[config.mk]
export PLATFORM = sky130hd
export DESIGN_NAME = clause_eval
export DESIGN_NICKNAME = d
export VERILOG_FILES = /design/src/rtl/clause_eval.sv
export SDC_FILE = /design/constraint.sdc
export NUM_CORES = 1
export LEC_CHECK = 0
export ABC_CLOCK_PERIOD_IN_PS = 3900
export CORE_ASPECT_RATIO = 1.5
export CORE_MARGIN = 2
export CORE_UTILIZATION = 35
export DETAILED_ROUTE_END_ITERATION = 8
export DONT_BUFFER_PORTS = 1
export GPL_TIMING_DRIVEN = 0
export PLACE_DENSITY = 0.5
export SLEW_MARGIN = 30
export SYNTH_ARGS = -nofsm -noshare
export SYNTH_HDL_FRONTEND = slang
export SYNTH_SLANG_ARGS = --single-unit
[constraint.sdc]
create_clock -name clk -period 3.9 [get_ports clk]
set_input_delay 0.585 -clock clk [delete_from_list [all_inputs] [get_ports clk]]
set_output_delay 0.585 -clock clk [all_outputs]
set_load 0.01 [all_outputs]
[src/rtl/clause_eval.sv]
// Tsetlin-machine clause evaluator: streams TA states chunk by chunk from the clause
// state memory and builds the per-clause conjunction result vector for one latched sample.
module clause_eval #(
  parameter int CLAUSE_NUM  = 128,
  parameter int LITERAL_NUM = 272,
  parameter int STATE_WIDTH = 8,
  parameter int CHUNK       = 16,
  parameter int ADDR_WIDTH  = $clog2(CLAUSE_NUM * (LITERAL_NUM / CHUNK))
) (
  input  logic                             clk,
  input  logic                             rst_n,
  input  logic                             start,
  input  logic                             train,
  input  logic [LITERAL_NUM-1:0]           literals,
  output logic                             mem_rd_en,
  output logic [ADDR_WIDTH-1:0]            mem_rd_addr,
  input  logic [CHUNK*STATE_WIDTH-1:0]     mem_rd_data,
  output logic                             busy,
  output logic                             clause_valid,
  output logic [$clog2(CLAUSE_NUM)-1:0]    clause_idx,
  output logic                             clause_out,
  output logic [CLAUSE_NUM-1:0]            conjunction_result,
  output logic                             done
);

  localparam int CHUNKS  = LITERAL_NUM / CHUNK;
  localparam int IDX_W   = $clog2(CLAUSE_NUM);
  localparam int CHUNK_W = (CHUNKS > 1) ? $clog2(CHUNKS) : 1;
  localparam int LIT_W   = $clog2(LITERAL_NUM);
  localparam logic [STATE_WIDTH-1:0] INCLUDE_TH = {1'b1, {(STATE_WIDTH-1){1'b0}}};

  if (LITERAL_NUM % CHUNK != 0) begin : g_bad_chunk
    $error("clause_eval: LITERAL_NUM must be a multiple of CHUNK");
  end

  typedef enum logic [1:0] {S_IDLE, S_RUN, S_DRAIN, S_DONE} state_t;

  state_t                   state_q;
  logic [LITERAL_NUM-1:0]   literals_q;
  logic                     train_q;
  logic [IDX_W-1:0]         clause_q;
  logic [CHUNK_W-1:0]       chunk_q;
  logic                     mem_rd_en_q;
  logic [ADDR_WIDTH-1:0]    mem_rd_addr_q;
  logic                     busy_q;
  logic                     done_q;
  logic                     tag_en_q;
  logic [IDX_W-1:0]         tag_clause_q;
  logic [CHUNK_W-1:0]       tag_chunk_q;
  logic                     miss_q;
  logic                     any_q;
  logic                     clause_valid_q;
  logic [IDX_W-1:0]         clause_idx_q;
  logic                     clause_out_q;
  logic [CLAUSE_NUM-1:0]    conj_q;

  logic [LIT_W-1:0]         lit_base_d;
  logic [CHUNK-1:0]         lit_slice_d;
  logic [CHUNK-1:0]         include_d;
  logic                     chunk_miss_d;
  logic                     chunk_any_d;
  logic                     first_chunk_d;
  logic                     last_chunk_d;
  logic                     miss_d;
  logic                     any_d;
  logic                     clause_val_d;

  // Evaluate the returning chunk against the literal slice selected by its tag
  always_comb begin
    lit_base_d  = LIT_W'(tag_chunk_q) * LIT_W'(CHUNK);
    lit_slice_d = literals_q[lit_base_d +: CHUNK];
    include_d   = '0;
    for (int j = 0; j < CHUNK; j++) begin
      include_d[j] = (mem_rd_data[j*STATE_WIDTH +: STATE_WIDTH] >= INCLUDE_TH);
    end
    chunk_any_d   = |include_d;
    chunk_miss_d  = |(include_d & ~lit_slice_d);
    first_chunk_d = (tag_chunk_q == CHUNK_W'(0));
    last_chunk_d  = (tag_chunk_q == CHUNK_W'(CHUNKS - 1));
    if (first_chunk_d) begin
      miss_d = chunk_miss_d;
      any_d  = chunk_any_d;
    end else begin
      miss_d = miss_q | chunk_miss_d;
      any_d  = any_q | chunk_any_d;
    end
    if (any_d) begin
      clause_val_d = ~miss_d;
    end else begin
      clause_val_d = train_q;
    end
  end

  // Pass sequencer, read-tag pipeline and registered clause results
  always_ff @(posedge clk or negedge rst_n) begin
    if (!rst_n) begin
      state_q        <= S_IDLE;
      literals_q     <= '0;
      train_q        <= 1'b0;
      clause_q       <= '0;
      chunk_q        <= '0;
      mem_rd_en_q    <= 1'b0;
      mem_rd_addr_q  <= '0;
      busy_q         <= 1'b0;
      done_q         <= 1'b0;
      tag_en_q       <= 1'b0;
      tag_clause_q   <= '0;
      tag_chunk_q    <= '0;
      miss_q         <= 1'b0;
      any_q          <= 1'b0;
      clause_valid_q <= 1'b0;
      clause_idx_q   <= '0;
      clause_out_q   <= 1'b0;
      conj_q         <= '0;
    end else begin
      tag_en_q       <= mem_rd_en_q;
      tag_clause_q   <= clause_q;
      tag_chunk_q    <= chunk_q;
      clause_valid_q <= 1'b0;
      done_q         <= 1'b0;

      if (tag_en_q) begin
        miss_q <= miss_d;
        any_q  <= any_d;
        if (last_chunk_d) begin
          conj_q[tag_clause_q] <= clause_val_d;
          clause_out_q         <= clause_val_d;
          clause_idx_q         <= tag_clause_q;
          clause_valid_q       <= 1'b1;
        end
      end

      case (state_q)
        S_IDLE: begin
          if (start) begin
            literals_q    <= literals;
            train_q       <= train;
            conj_q        <= '0;
            clause_q      <= '0;
            chunk_q       <= '0;
            mem_rd_addr_q <= '0;
            mem_rd_en_q   <= 1'b1;
            busy_q        <= 1'b1;
            state_q       <= S_RUN;
          end
        end
        S_RUN: begin
          // Terminal count stops issuing; counters never wrap past the last clause
          if ((clause_q == IDX_W'(CLAUSE_NUM - 1)) && (chunk_q == CHUNK_W'(CHUNKS - 1))) begin
            mem_rd_en_q <= 1'b0;
            state_q     <= S_DRAIN;
          end else begin
            mem_rd_addr_q <= mem_rd_addr_q + ADDR_WIDTH'(1);
            if (chunk_q == CHUNK_W'(CHUNKS - 1)) begin
              chunk_q  <= '0;
              clause_q <= clause_q + IDX_W'(1);
            end else begin
              chunk_q <= chunk_q + CHUNK_W'(1);
            end
          end
        end
        S_DRAIN: begin
          done_q  <= 1'b1;
          state_q <= S_DONE;
        end
        S_DONE: begin
          busy_q  <= 1'b0;
          state_q <= S_IDLE;
        end
        default: begin
          mem_rd_en_q <= 1'b0;
          busy_q      <= 1'b0;
          state_q     <= S_IDLE;
        end
      endcase
    end
  end

  assign mem_rd_en          = mem_rd_en_q;
  assign mem_rd_addr        = mem_rd_addr_q;
  assign busy               = busy_q;
  assign done               = done_q;
  assign clause_valid       = clause_valid_q;
  assign clause_idx         = clause_idx_q;
  assign clause_out         = clause_out_q;
  assign conjunction_result = conj_q;

endmodule

=== Word level (Yosys, flattened, before mapping) ===
Index checks and enable logic that the tools add are counted.

* Equality and inequality tests: 10
* Muxes and demuxes: 31
* $add $sub $neg: 3
* Reductions and logical operators: 15
* Bitwise operators: 5
* $lt $le $gt $ge: 18
* Shift-type cells: 1

{| class="wikitable"
|+ Operator list
! operator !! number
|-
| 2-to-1 mux 128 bit || 4
|-
| indexed part select 272 x 10 -> 16 bit || 1
|-
| bitwise mux 128 bit || 1
|-
| greater-or-equal comparator 8 bit, second input constant || 16
|-
| OR reduction 16 bit || 2
|-
| 2-to-1 mux 12 bit || 2
|-
| case mux 12 bit (2 select lines) || 1
|-
| 2-to-1 mux 7 bit || 3
|-
| AND 16 bit || 1
|-
| NOT 16 bit || 1
|-
| 2-to-1 mux 5 bit || 3
|-
| case mux 7 bit (2 select lines) || 1
|-
| adder 12 x 1 -> 12 bit, second input constant || 1
|-
| equality test 5 bit, second input constant || 2
|-
| case mux 5 bit (2 select lines) || 1
|-
| 2-to-1 mux 1 bit || 9
|-
| < comparator 7 x 8 -> 1 bit, second input constant || 1
|-
| != test 2 bit, second input constant || 4
|-
| case mux 2 bit (4 select lines) || 1
|-
| AND reduction 2 bit || 4
|-
| adder 7 x 1 -> 7 bit, second input constant || 1
|-
| demux 1 bit (select 7 bit) || 1
|-
| equality test 7 bit, second input constant || 1
|-
| greater-or-equal comparator 7 x 1 -> 1 bit, second input constant || 1
|-
| other kinds (13) || 20
|}

* Bits of input ports: 404
* Output and inout bits: 152
* Register bits: 454

=== Logic depth before layout (Yosys ltp) ===
* Depth after elaboration: 13
* Depth in mapped cells: 13
* Mapped depth without buffers: 9

=== Worst setup path after synthesis ===
No wires, ideal clock.

* Path kind: register to register
* From: reg tag_chunk_q[0]
* To: reg conj_q[28], in the netlist conjunction_result[28]
* Path buffers: 4
* Data arrival time: 2738 ps
* Library setup time: 97 ps
* Clock period less this slack: 2836 ps
* Setup slack: 1064 ps
* Cell stages (with the launch flop): 12
* Path through: dfrtp_1 > buf_6 > nor4_4 > and2_1 > buf_4 > nand2_1 > o2111a_1 > or4_1 > o41a_1 > buf_6 > buf_6 > o31ai_1

* Longest elaborated chain between the ends: 13
* Elaborated cells on any way between the ends: 16
* Those cells by class: eq/ne (1); shift (1); mux (8); bitwise (4); reduce/logical (2)

{| class="wikitable"
|+ RTL lines
! what !! RTL line !! source
|-
| from (decl) || 49 || <nowiki>logic [CHUNK_W-1:0] tag_chunk_q;</nowiki>
|-
| from (signal assigned) || 118 || <nowiki>tag_chunk_q <= chunk_q;</nowiki>
|-
| indexed part select 272 x 10 -> 16 bit || 71 || <nowiki>lit_slice_d = literals_q[lit_base_d +: CHUNK];</nowiki>
|-
| NOT 16 bit || 77 || <nowiki>chunk_miss_d = |(include_d & ~lit_slice_d);</nowiki>
|-
| AND 16 bit || 77 ||
|-
| OR reduction 16 bit || 77 ||
|-
| OR 1 bit || 84 || <nowiki>miss_d = miss_q | chunk_miss_d;</nowiki>
|-
| 2-to-1 mux 1 bit || 80 || <nowiki>if (first_chunk_d) begin</nowiki>
|-
| NOT 1 bit || 88 || <nowiki>clause_val_d = ~miss_d;</nowiki>
|-
| 2-to-1 mux 1 bit || 87 || <nowiki>if (any_d) begin</nowiki>
|-
| bitwise mux 128 bit || 126 || <nowiki>conj_q[tag_clause_q] <= clause_val_d;</nowiki>
|-
| 2-to-1 mux 128 bit * || 125 || <nowiki>if (last_chunk_d) begin</nowiki>
|-
| 2-to-1 mux 128 bit * || 122 || <nowiki>if (tag_en_q) begin</nowiki>
|-
| 2-to-1 mux 128 bit || 135 || <nowiki>if (start) begin</nowiki>
|-
| 2-to-1 mux 128 bit * || 133 || <nowiki>case (state_q)</nowiki>
|-
| to (signal, indexed assignment) || 126 ||
|-
| to (decl) || 55 || <nowiki>logic [CLAUSE_NUM-1:0] conj_q;</nowiki>
|}

Every way passes the cells marked *; elsewhere a longest branch is shown, timed or not.
A chain may end at the register's enable or synchronous reset.

=== Worst setup path after layout ===
* From: reg tag_chunk_q[0]
* To: reg conj_q[85], in the netlist conjunction_result[85]

Same word-level chain as after synthesis.

==> out/qor.log <==
qor: run_status.run_status complete, but fails checks
qor: run_status.violations negative hold slack, max-slew violations
qor: die.dieArea 60700 sq um
qor: synth.synth.distinct_cells 54
qor: final_layout.num-nets-final 2586
qor: power.power.sequential.fraction 0.389
qor: drt.detail_route.drc_violations 0
qor: synth.synth_cells 2125
qor: synth.asyncSetResetFlopFracSynth 1.00
qor: die.initial_utilization 0.355
qor: synth.synth_area 20600 sq um
qor: clock_network.clock-sinks 454
qor: drt.drt_first_iter_violations 1081
qor: global_routing.grt_resource_usage_total 0.259
qor: die.die-height 301 microns
qor: critical_path.critical_path.slowest_cell sky130_fd_sc_hd__o41a_1
qor: timing.timing.final.max_slew_violations 380
qor: synth.yosys_register_bits 454
qor: drt.first_pass_iters 7
qor: clock_network.path_clk_slew 70 ps
qor: final_layout.final_cells 2988
qor: timing.period_needed 3850 ps
qor: drt.routed_wire_length_per_instance 26.4 microns
qor: drt.met2_length 40.6 mm
qor: critical_path.cells_traversed_along_the_worst_timing_path buf_6 > buf_6 > buf_4 > buf_4 > mux2i_1 > a22oi_1 > nand3_1 > nand4_1 > nand4_1 > o41a_1 > buf_6 > buf_6 > o31ai_1
qor: die.rows 108
qor: drt.dr.max_layer_used met5
qor: power.total_power 18.0 mW
qor: global_routing.grt_first_pass_wirelength 116 mm
qor: power.clkPwrFrac 0.278
qor: synth.syn-mean-instance-area 9.67 sq um
qor: die.design.portCount 556
qor: final_layout.fillers 5799
qor: timing.timing.final.crit_share 0.988
qor: critical_path.worstPathMaxFanout 10
qor: clock_network.cts_tree built
qor: place.dp_cells 2895
qor: timing.final.hold.worst_slack -296 ps
qor: clock_network.cts-htree-levels 2
qor: synth.synth_edf_count 0
qor: die.die_w 202 microns
qor: synth.ys_seq_area_frac 0.553
qor: synth.yosys_warns 0
qor: critical_path.kind_of_launch_point_of_the_worst_setup_path flip-flop
qor: place.placement.setup.worst_slack -132 ps
qor: power.power.combinational.fraction 0.332
qor: drt.wl_met3 7.27 mm
qor: power.switching_share 0.382
qor: critical_path.arrival 4310 ps
qor: clock_network.cts_made_buffers 47
qor: flow_run.max-cap-violations 0
qor: timing.fmax 259 MHz
qor: die.floorplan.core_area 58000 sq um
qor: critical_path.cp_slowest_stage_delay 510 ps
qor: global_routing.grt_start_max_net_pins 455
qor: timing.max_slew_margin -0.754
qor: global_routing.grt_overflow 0
qor: final_layout.area.growth.synth_to_final 13.2%
qor: critical_path.cp_data_required_time 4360 ps
qor: timing.finClkSkew 31.0 ps
qor: critical_path.reg2reg_slack 50 ps
qor: timing.worstMarginPinSlew 2630 ps
qor: critical_path.end_kind flip-flop
qor: timing.postLayoutSetupSlackWorst 45.2 ps
qor: power.p_leak 10.7 nW
qor: clock_network.clk_latency 610 ps
qor: timing.final.setup.tns 0 ps
qor: critical_path.worstReg2RegEnd conjunction_result[85]$_DFF_PN0_
qor: min_path.worst_hold_path_type in2async
qor: global_routing.grt_pass1_vias 17.2k
qor: drt.routedLengthMet1 26.7 mm
qor: drt.viasPerCell 5.48
qor: clock_network.cts_max_path_buffers 3
qor: power.power_switching 6.88 mW
qor: place.numPortBuffers 0
qor: place.place.gp.congestion 0.919
qor: critical_path.critPathLaunch tag_chunk_q[0]$_DFF_PN0_
qor: final_layout.multi_input_area 8390 sq um
qor: drt.drtAntennaViolNets 0
qor: final_layout.layout-drive-gt1-share 0.0777
qor: global_routing.grt_antenna_before_repair 8
qor: power.cellPowerDensity 775 nW/um^2
qor: power.internal-power 11.1 mW
qor: clock_network.postCtsSetupBuffers 0
qor: critical_path.critPathKind reg2reg
qor: clock_network.ctsRootBufferMaster sky130_fd_sc_hd__clkbuf_16
qor: drt.dr_total_vias 16.4k
qor: critical_path.path_common_cell sky130_fd_sc_hd__buf_6
qor: timing.setup-violations-final 0
qor: critical_path.regToRegStartpoint tag_chunk_q[0]$_DFF_PN0_
qor: timing.hold_viol_final 69
qor: critical_path.r2r.worst_path.cells 13
qor: timing.rsz0062_at_grt false
qor: power.ir_worst_vdd 0.426 mV
qor: drt.detail_route.wirelength 79.0 mm
qor: synth.synth_flop_cell sky130_fd_sc_hd__dfrtp_1
qor: final_layout.regArea 11400 sq um
qor: synth.synthesis.nets 2537
qor: place.hpwl 59.9 mm
==> metal layers <==
layer	global-route usage	vias up
met1	0.269	8057
met2	0.465	739
met3	0.0805	194
met5	0	-
met4	0.136	8
li1	-	7371
==> worst max path at each step <==
| stage | cells past startpoint | slack [ps] | endpoint |
|---|---|---|---|
| 6_report | 13 | 50 | conjunction_result[85]$_DFF_PN0_ |
| 5_1_grt | 11 | 9 | conjunction_result[82]$_DFF_PN0_ |
| 4_1_cts | 11 | 10 | conjunction_result[85]$_DFF_PN0_ |
| 3_5_place_dp | 11 | -130 | conjunction_result[85]$_DFF_PN0_ |
| 3_3_place_gp | 11 | -80 | conjunction_result[85]$_DFF_PN0_ |
| 2_1_floorplan | 11 | 1060 | conjunction_result[28]$_DFF_PN0_ |
==> repair_timing <==
action                                 CTS  global route
endpoints found under the hold margin  454           454
setup endpoints to repair              120           116
resized for setup                        3             4
==> critical path, delay by kind of cell (launching register included) <==
family                 cells  cell delay, ps
buffers and inverters      6            1470
AOI/OAI and AO/OA          3            1060
and+or+nand+nor            3             570
DFF                        1             350
muxes                      1             180
==> layout by cell type, fill, tap and decap left out, types with 4 or more instances in the layout <==
master	netlist	final
sky130_fd_sc_hd__xor2_1	13	13
sky130_fd_sc_hd__nand4_1	10	10
sky130_fd_sc_hd__clkbuf_8	0	10
sky130_fd_sc_hd__bufinv_16	0	8
sky130_fd_sc_hd__nand3_1	45	45
sky130_fd_sc_hd__mux4_2	32	32
sky130_fd_sc_hd__clkbuf_1	114	123
sky130_fd_sc_hd__buf_2	7	4
sky130_fd_sc_hd__clkinv_2	0	7
sky130_fd_sc_hd__nand2_1	900	900
sky130_fd_sc_hd__nor2b_1	8	8
sky130_fd_sc_hd__o22ai_1	4	4
sky130_fd_sc_hd__o31ai_1	118	118
sky130_fd_sc_hd__and3_1	4	4
sky130_fd_sc_hd__o2111ai_1	4	4
sky130_fd_sc_hd__buf_6	17	19
sky130_fd_sc_hd__o2111a_1	6	6
sky130_fd_sc_hd__ha_1	8	8
sky130_fd_sc_hd__inv_1	7	7
sky130_fd_sc_hd__dfrtp_1	454	454
sky130_fd_sc_hd__mux2i_1	69	69
sky130_fd_sc_hd__nand2b_1	7	7
sky130_fd_sc_hd__nor2_1	34	34
sky130_fd_sc_hd__buf_1	10	10
sky130_fd_sc_hd__mux2_2	7	7
sky130_fd_sc_hd__a22oi_1	13	13
sky130_fd_sc_hd__buf_4	7	7
sky130_fd_sc_hd__nor4_1	5	5
sky130_fd_sc_hd__o211ai_1	128	128
sky130_fd_sc_hd__o31ai_2	12	12
sky130_fd_sc_hd__o21ai_0	19	19
sky130_fd_sc_hd__diode_2	0	5
sky130_fd_sc_hd__clkbuf_16	0	48
sky130_fd_sc_hd__a21oi_1	19	19
sky130_fd_sc_hd__nor3_1	5	4
==> state kept, by name (all words and copies together) (netlist names) <==
name and count:
miss_q 1, mem_rd_en 1, clause_q 7, tag_clause_q 7
clause_idx 7, done 1, literals_q 272, chunk_q 5
train_q 1, tag_en_q 1, mem_rd_addr 12, state_q 2
clause_valid 1, any_q 1, busy 1, clause_out 1
conjunction_result 128, tag_chunk_q 5
==> cell usage after synthesis (2+ instances only) <==
master                        n  area (sq um)
sky130_fd_sc_hd__nor4_1       5          31.3
sky130_fd_sc_hd__and2_1       3          18.8
sky130_fd_sc_hd__or4_1        2          15.0
sky130_fd_sc_hd__nand4_1     10          62.6
sky130_fd_sc_hd__inv_1        7          26.3
sky130_fd_sc_hd__ha_1         8           100
sky130_fd_sc_hd__o2111ai_1    4          35.0
sky130_fd_sc_hd__xor2_1      13           114
sky130_fd_sc_hd__o21ai_0     19          95.1
sky130_fd_sc_hd__mux2i_1     69           691
sky130_fd_sc_hd__nor3_1       5          25.0
sky130_fd_sc_hd__nor3b_1      2          15.0
sky130_fd_sc_hd__mux2_2       7          78.8
sky130_fd_sc_hd__buf_4        7          52.6
sky130_fd_sc_hd__nor2b_1      8          50.1
sky130_fd_sc_hd__nand2_1    900          3380
sky130_fd_sc_hd__buf_2        7          35.0
sky130_fd_sc_hd__and3_1       4          25.0
sky130_fd_sc_hd__o311ai_0     3          26.3
sky130_fd_sc_hd__o2111a_1     6          67.6
sky130_fd_sc_hd__nand3_1     45           225
sky130_fd_sc_hd__xnor2_1      2          17.5
sky130_fd_sc_hd__nand2b_1     7          43.8
sky130_fd_sc_hd__or3b_2       2          17.5
sky130_fd_sc_hd__o211ai_1   128           961
sky130_fd_sc_hd__buf_1       10          37.5
sky130_fd_sc_hd__mux4_2      32           721
sky130_fd_sc_hd__nand3b_1     3          22.5
sky130_fd_sc_hd__clkbuf_1   114           428
sky130_fd_sc_hd__or2_2        2          12.5
sky130_fd_sc_hd__buf_6       17           191
sky130_fd_sc_hd__a21oi_1     19          95.1
sky130_fd_sc_hd__a22oi_1     13          97.6
sky130_fd_sc_hd__a31oi_1      2          12.5
sky130_fd_sc_hd__buf_12       2          40.0
sky130_fd_sc_hd__o31ai_2     12           150
sky130_fd_sc_hd__dfrtp_1    454         11400
sky130_fd_sc_hd__o22ai_1      4          25.0
sky130_fd_sc_hd__nor2_1      34           128
sky130_fd_sc_hd__o31ai_1    118           886
sky130_fd_sc_hd__a211oi_1     3          22.5
==> logic make-up (layout without fill, tap and decap cells) <==
logic type,Yosys count,count (layout),synth area share
muxes,108,108,0.0725
buffers and inverters,165,253,0.0396
adders and majority gates,8,8,0.00487
DFF,454,454,0.553
other,0,5,0
and+or+nand+nor,1038,1038,0.201
xor gates and xnor gates,15,15,0.00639
AOI/OAI and AO/OA,337,337,0.123
==> power groups by stage <==
stage | clock network [mW] | registers (mW) | logic, mW
after floorplan | 0 | 6.75 | 3.93
after detailed placement | 0 | 7.08 | 6.01
after CTS | 5.13 | 7.01 | 6.04
after global placement | 0 | 7.03 | 5.95
after global routing | 5.31 | 7.17 | 6.60
final | 5.02 | 7.02 | 5.99
==> cell type report <==
type                            instances  area share
Antenna cell                            5    0.000538
Inverter                                8     0.00129
Clock inverter                         20      0.0140
Clock buffer                           68      0.0592
Buffer                                157      0.0344
Sequential cell                       454       0.488
Multi-Input combinational cell       1506       0.361
Tap cell                              770      0.0414
==> through the flow <==
| step | instance area [sq um] | utilization |
|---|---|---|
| after global routing | 23300 | 0.401 |
| after detailed placement | 21500 | 0.371 |
| after floorplan | 20600 | - |
| final | 23300 | 0.401 |
| after CTS | 23200 | 0.401 |
| after global placement | 21500 | 0.371 |
Note: power is estimated with default switching activity, not from simulation.
==> edit 1 (same settings) <==
Make the reset (`rst_n`) synchronous in one clocked block.
--- a/src/rtl/clause_eval.sv
+++ b/src/rtl/clause_eval.sv
@@ -94,3 +94,3 @@
   // Pass sequencer, read-tag pipeline and registered clause results
-  always_ff @(posedge clk or negedge rst_n) begin
+  always_ff @(posedge clk) begin
     if (!rst_n) begin
Check against the original RTL: differs if rst_n is asserted again (counterexample within 4 cycles, from zero or initial values and one cycle with rst_n low); with rst_n held inactive, the same outputs for 4 cycles.
==> edit 1 against the original RTL <==
First-iteration DRC count down 7.6%; utilization decreased by 0.36 points; sequential share of layout area shrank 7.6 points; sequential cell count unchanged; clock power is 8.8% lower; largest cell class is now multi-input gates; sequential power is 20% lower; clock skew shrank 0.017 ns; routed wire length grew 2.6%; highest routed layer unchanged; cell count shrank 1.1%; largest power group unchanged; total power shrank 26%; cell area fell by 5.2%; area after synthesis decreased by 4.9%; worst setup slack better by 0.081 ns.
==> edit 1: results (changes against the original RTL) <==
Synthesis
  • Area contributors post-synth: dfxtp_1 46%, nand2_1 11%, a21boi_0 11%
  • Syn Inst Count: 2166 (+1.9%)
  • Post-synthesis mux area share: 7.39% (+0.14 points)
  • Post-Synth Adder-Cell Area: 0.512% (+0.025 points)
  • Post-Synth XOR/XNOR Area: 0.627% (-0.012 points)
  • Register area share after synthesis: 46.5% (-8.8 points)
  • Synth Area in Compound Gates: 23.8% (+12 points)
  • Synth Flop Type: dfxtp_1
  • Synth Net Count: 2578 (+1.6%)
  • Async S/R FF share, synth: 0% (-100 points)
  • Yosys cell types: 58 (+7.4%)
  • Post-synth top cells: 587 x nand2_1, 454 x dfxtp_1, 282 x a21boi_0

Hold path
  • Min-Delay Path Class: in -> reg
  • Hold Path Origin: literals[41]

Route
  • Drt first pass iters: 6 (-1)
  • DR vias/cell: 5.59 (+2.0%)
  • Total Wirelength: 81.0 mm (+2.6%)
  • DR WL/cell: 27.4 µm (+3.8%)

Power
  • VDD IR max: 0.000332 V (-22%)
  • Switching share of power: 34.0% (-4.1 points)
  • Leak: 0.00757 µW (-29%)

Worst setup path
  • Arr. time, crit path: 4.20 ns (-0.11 ns)
  • Crit-path slowest cell: nor3_2
  • Reg-to-reg startpoint: tag_chunk_q[1]
  • CP max stage delay: 0.79 ns (+0.28 ns)

Global route
  • Vias in the first global route: 16400 (-4.5%)
  • Initial antenna violation count: 10 (+2)
  • Overall Global Routing Usage: 27.5% (+1.6 points)
  • Largest net degree at the start of global routing: 16 (-96%)
  • First-pass GRT wire length: 115 mm (-0.38%)

Placement
  • Post-placement worst setup slack: 0.0385 ns (+0.170 ns)
  • Cell total after placement: 2870 (-0.86%)
  • RePlAce Congestion: 0.901 (-2.1%)
  • Post-DP HPWL: 64.3 mm (+7.4%)

STA
  • Max_slew headroom: 30.9% (+110 points)
  • Worst Skew: 0.0142 ns (-0.0168 ns)

CTS
  • Clock Latency Late Sink: 0.58 ns (-0.03 ns)
  • Cts bufs inserted: 46 (-2.1%)

Cells and area
  • Max reg flops: 272 (unchanged)
  • # fillers: 5715 (-1.4%)
  • Layout cell share with drive strength beyond 1: 10.4% (+2.6 points)

Run status
  • Run status: complete, no violations
## edit 1: cell count changes after synthesis, sizes merged, moves of 27 or more
cell	unedited run	this run
a21boi	0	282
a22oi	13	130
a31oi	2	128
clkbuf	114	141
dfrtp	454	0
dfxtp	0	454
mux2	7	49
mux2i	69	15
nand2	900	587
o211ai	128	0
o31ai	130	1
## edit 1: per-stage QoR
stage                     TNS (ns)  cell area, µm²  utilization (%)  hold slack, ns  total power (µW)
final                            0           22000             39.8           0.138             13300
after global routing        -0.375           22000             39.8           0.121             14000
after floorplan                  0           19500                -           0.439              7570
after detailed placement         0           20500             37.0           0.453              8880
after CTS                        0           22000             39.7           0.111             13500
after global placement       -6.06           20400             36.8           0.448              8820
## edit 1: repair_timing
action                                  CTS  global route
hold buffers                              0             0
endpoints found under the setup margin    0           120
gates resized for setup                   0             3
## edit 1: metal layers
layer / GRT usage [%] / part of all wire, % / vias to the layer above
li1: - / - / 7749
met1: 26.8 / 33 / 7965
met2: 53.3 / 54 / 634
met3: 7.05 / 7.4 / 153
met4: 12.5 / 4.7 / 8
met5: 0 / 0.058 / -
## edit 1: cell families after synthesis
kind of cell               Yosys count
and+or+nand+nor                    757
AOI/OAI and AO/OA                  635
DFF                                454
buffers and inverters              201
muxes                               97
xor gates and xnor gates            14
adders and majority gates            8
## edit 1: worst paths after layout
check | end | slack (ns) | depth (start not counted)
max | conjunction_result[81] | 0.13 | 8
min | literals_q[41] | 0.14 | 2
max reg2reg | conjunction_result[81] | 0.13 | 8
min reg2reg | literals_q[35] | 0.46 | 2
## edit 1: cell type report
class / count / area (µm²) / area share, %
antenna: 6 / 15.0 / 0.0681
clock buffer: 62 / 1310 / 5.95
tap: 702 / 878 / 3.98
multi-input combinational: 1511 / 9550 / 43.3
inverter: 7 / 26.3 / 0.119
clock inverter: 16 / 214 / 0.970
timing repair buffer: 2 / 10.0 / 0.0454
buffer: 194 / 955 / 4.33
sequential: 454 / 9090 / 41.2
## edit 1: power groups by stage
stage	registers, µW	clock network (µW)	logic, µW
after floorplan	5540	0	2040
after global placement	5700	0	3120
after detailed placement	5720	0	3150
after CTS	5620	4680	3160
after global routing	5670	4860	3460
final	5620	4580	3130
## edit 1: worst max-delay path: cells and delay by family (launching register included)
| family | cells | cell delay, ns |
|---|---|---|
| flip-flops | 1 | 0.30 |
| AND/OR/NAND/NOR | 4 | 1.94 |
| buffers and inverters | 3 | 1.19 |
| AO/OA/AOI/OAI | 1 | 0.17 |
==> edit 2 (same settings) <==
Made on the original files. `CLAUSE_NUM`: 128 -> 64.
--- a/src/rtl/clause_eval.sv
+++ b/src/rtl/clause_eval.sv
@@ -3,3 +3,3 @@
 module clause_eval #(
-  parameter int CLAUSE_NUM  = 128,
+  parameter int CLAUSE_NUM  = 64,
   parameter int LITERAL_NUM = 272,
Interface: changed (resized clause_idx, conjunction_result and mem_rd_addr); port bits go from 556 to 490. The function was not compared with the original's and may differ.
==> edit 2 against the original RTL <==
The flow still finishes with violations (hold timing, slew limit); fmax up 1.7%; sequential cell count fell by 68; routed wire length shrank 18%; synthesized cell count shrank 12%; die area down 13%; cell area fell by 13%; utilization barely moved; count of clock-buffer cells in the layout down 5; area after synthesis fell by 13%; worst setup slack improved by 0.064 ns; largest cell class unchanged.
Power is not compared: it rests on default switching activity, and its combinational part moved more than twofold at a synthesized area within 25%.
==> edit 2: results (changes against the original RTL) <==
Placement
  • Cell total after placement: 2542 (-12%)
  • Port bufs: 0 (unchanged)
  • RePlAce Congestion: 0.905 (-1.6%)
  • Post-placement worst setup slack: 0.0861 ns (+0.218 ns)
  • Post-DP HPWL: 48.5 mm (-19%)

Worst setup path
  • Crit-path slowest cell: o311ai_0
  • CP max stage delay: 0.66 ns (+0.15 ns)
  • Arr. time, crit path: 4.24 ns (-0.07 ns)
  • Kind of cell adding the most delay to the critical path: compound AO/OA/AOI/OAI gates
  • Critical path fanouts, max: 10 (unchanged)

Run status
  • Run status: finished, violations left
  • Failing checks: hold timing, slew limit

Hold path
  • Min-Delay Path Class: in -> async

Global route
  • First-pass GRT wire length: 94.4 mm (-18%)
  • Largest net degree at the start of global routing: 387 (-15%)
  • Initial antenna violation count: 23 (+15)
  • Overall Global Routing Usage: 24.3% (-1.6 points)

Route
  • Starting DRC count in detailed routing: 932 (-14%)
  • Vias: 13800 (-15%)
  • DR WL/cell: 24.7 µm (-6.5%)

Synthesis
  • Post-synth top cells: 866 x nand2_1, 386 x dfrtp_1, 91 x clkbuf_1
  • Most common cell in the netlist: nand2_1
  • Area contributors post-synth: dfrtp_1 54%, nand2_1 18%, o31ai_2 4.1%
  • Yosys cell types: 50 (-7.4%)
  • Async S/R FF share, synth: 100% (unchanged)
  • Register area share after synthesis: 54.1% (-1.2 points)
  • Syn_area_per_cell: 9.54 µm² (-1.4%)

CTS
  • Cts bufs inserted: 43 (-8.5%)
  • CTS max path bufs: 3 (unchanged)
  • Clock Pin Slew Worst Setup and Hold Paths: 0.06 ns
  • Clock Latency Late Sink: 0.56 ns (-0.05 ns)
  • Clock Tree Root: clkbuf_16

Cells and area
  • Finished Layout Cells: 2627 (-12%)
  • Most flop-heavy register: literals_q
  • Fin nets: 2330 (-9.9%)
  • # fillers: 5101 (-12%)
  • Layout cell share with drive strength beyond 1: 13.1% (+5.4 points)

STA
  • Final setup violation count: 0 (unchanged)
  • Worst Skew: 0.0235 ns (-0.00751 ns)
  • Hold Slack: -0.263 ns (+0.0330 ns)
  • Slew Limit Fails: 182 (-52%)
  • Final Hold Viols: 119 (+72%)
  • Slew @ Worst Pin: 2.00 ns (-0.632 ns)

Power
  • Sw power: 1740 µW
[edit 2: cell type report]
type | count | area [µm²] | area share [%]
multi-input combinational | 1344 | 7560 | 37.3
inverter | 9 | 33.8 | 0.167
clock inverter | 14 | 235 | 1.16
antenna | 8 | 20.0 | 0.0988
buffer | 134 | 618 | 3.05
sequential | 386 | 9660 | 47.7
clock buffer | 63 | 1300 | 6.43
tap | 669 | 837 | 4.13
[edit 2: routing by layer]
metal | part of all wire (%) | global-route usage, % | vias to the layer above
met5 | 0.31 | 0 | -
met4 | 4.3 | 10.5 | 30
met3 | 9.6 | 9.09 | 140
met2 | 50 | 42.1 | 486
met1 | 36 | 26.5 | 6820
li1 | - | - | 6362
[edit 2: per-stage QoR]
stage | power (µW) | area [µm²]
floorplan | 4090 | 17900
global placement | 4100 | 18700
detailed placement | 4100 | 18700
CTS | 8560 | 20200
global route | 8730 | 20300
finish | 8460 | 20300
[edit 2: cells by family after synthesis]
family / synth area share (%)
xor gates and xnor gates: 0.539
adders and majority gates: 0.560
DFF: 54.1
buffers and inverters: 3.61
muxes: 7.96
AOI/OAI and AO/OA: 10.7
and+or+nand+nor: 22.6
[edit 2: final timing paths]
kind                           startpoint                    end  slack (ns)  depth (start not counted)
max                        tag_chunk_q[1]  conjunction_result[4]        0.11                         10
min reg2reg                    chunk_q[1]         tag_chunk_q[1]        0.44                          0
max in group asynchronous           rst_n         mem_rd_addr[3]        2.58                          0
min                                 rst_n         literals_q[77]       -0.26                          0
min in group clk             literals[66]         literals_q[66]        0.13                          2
max reg2reg                tag_chunk_q[1]  conjunction_result[4]        0.11                         10
[edit 2: timing repair]
action                                 CTS  global route
gates resized for setup                  0             5
setup buffers                            0             0
endpoints found under the hold margin  386           386
setup endpoints to repair                0            60
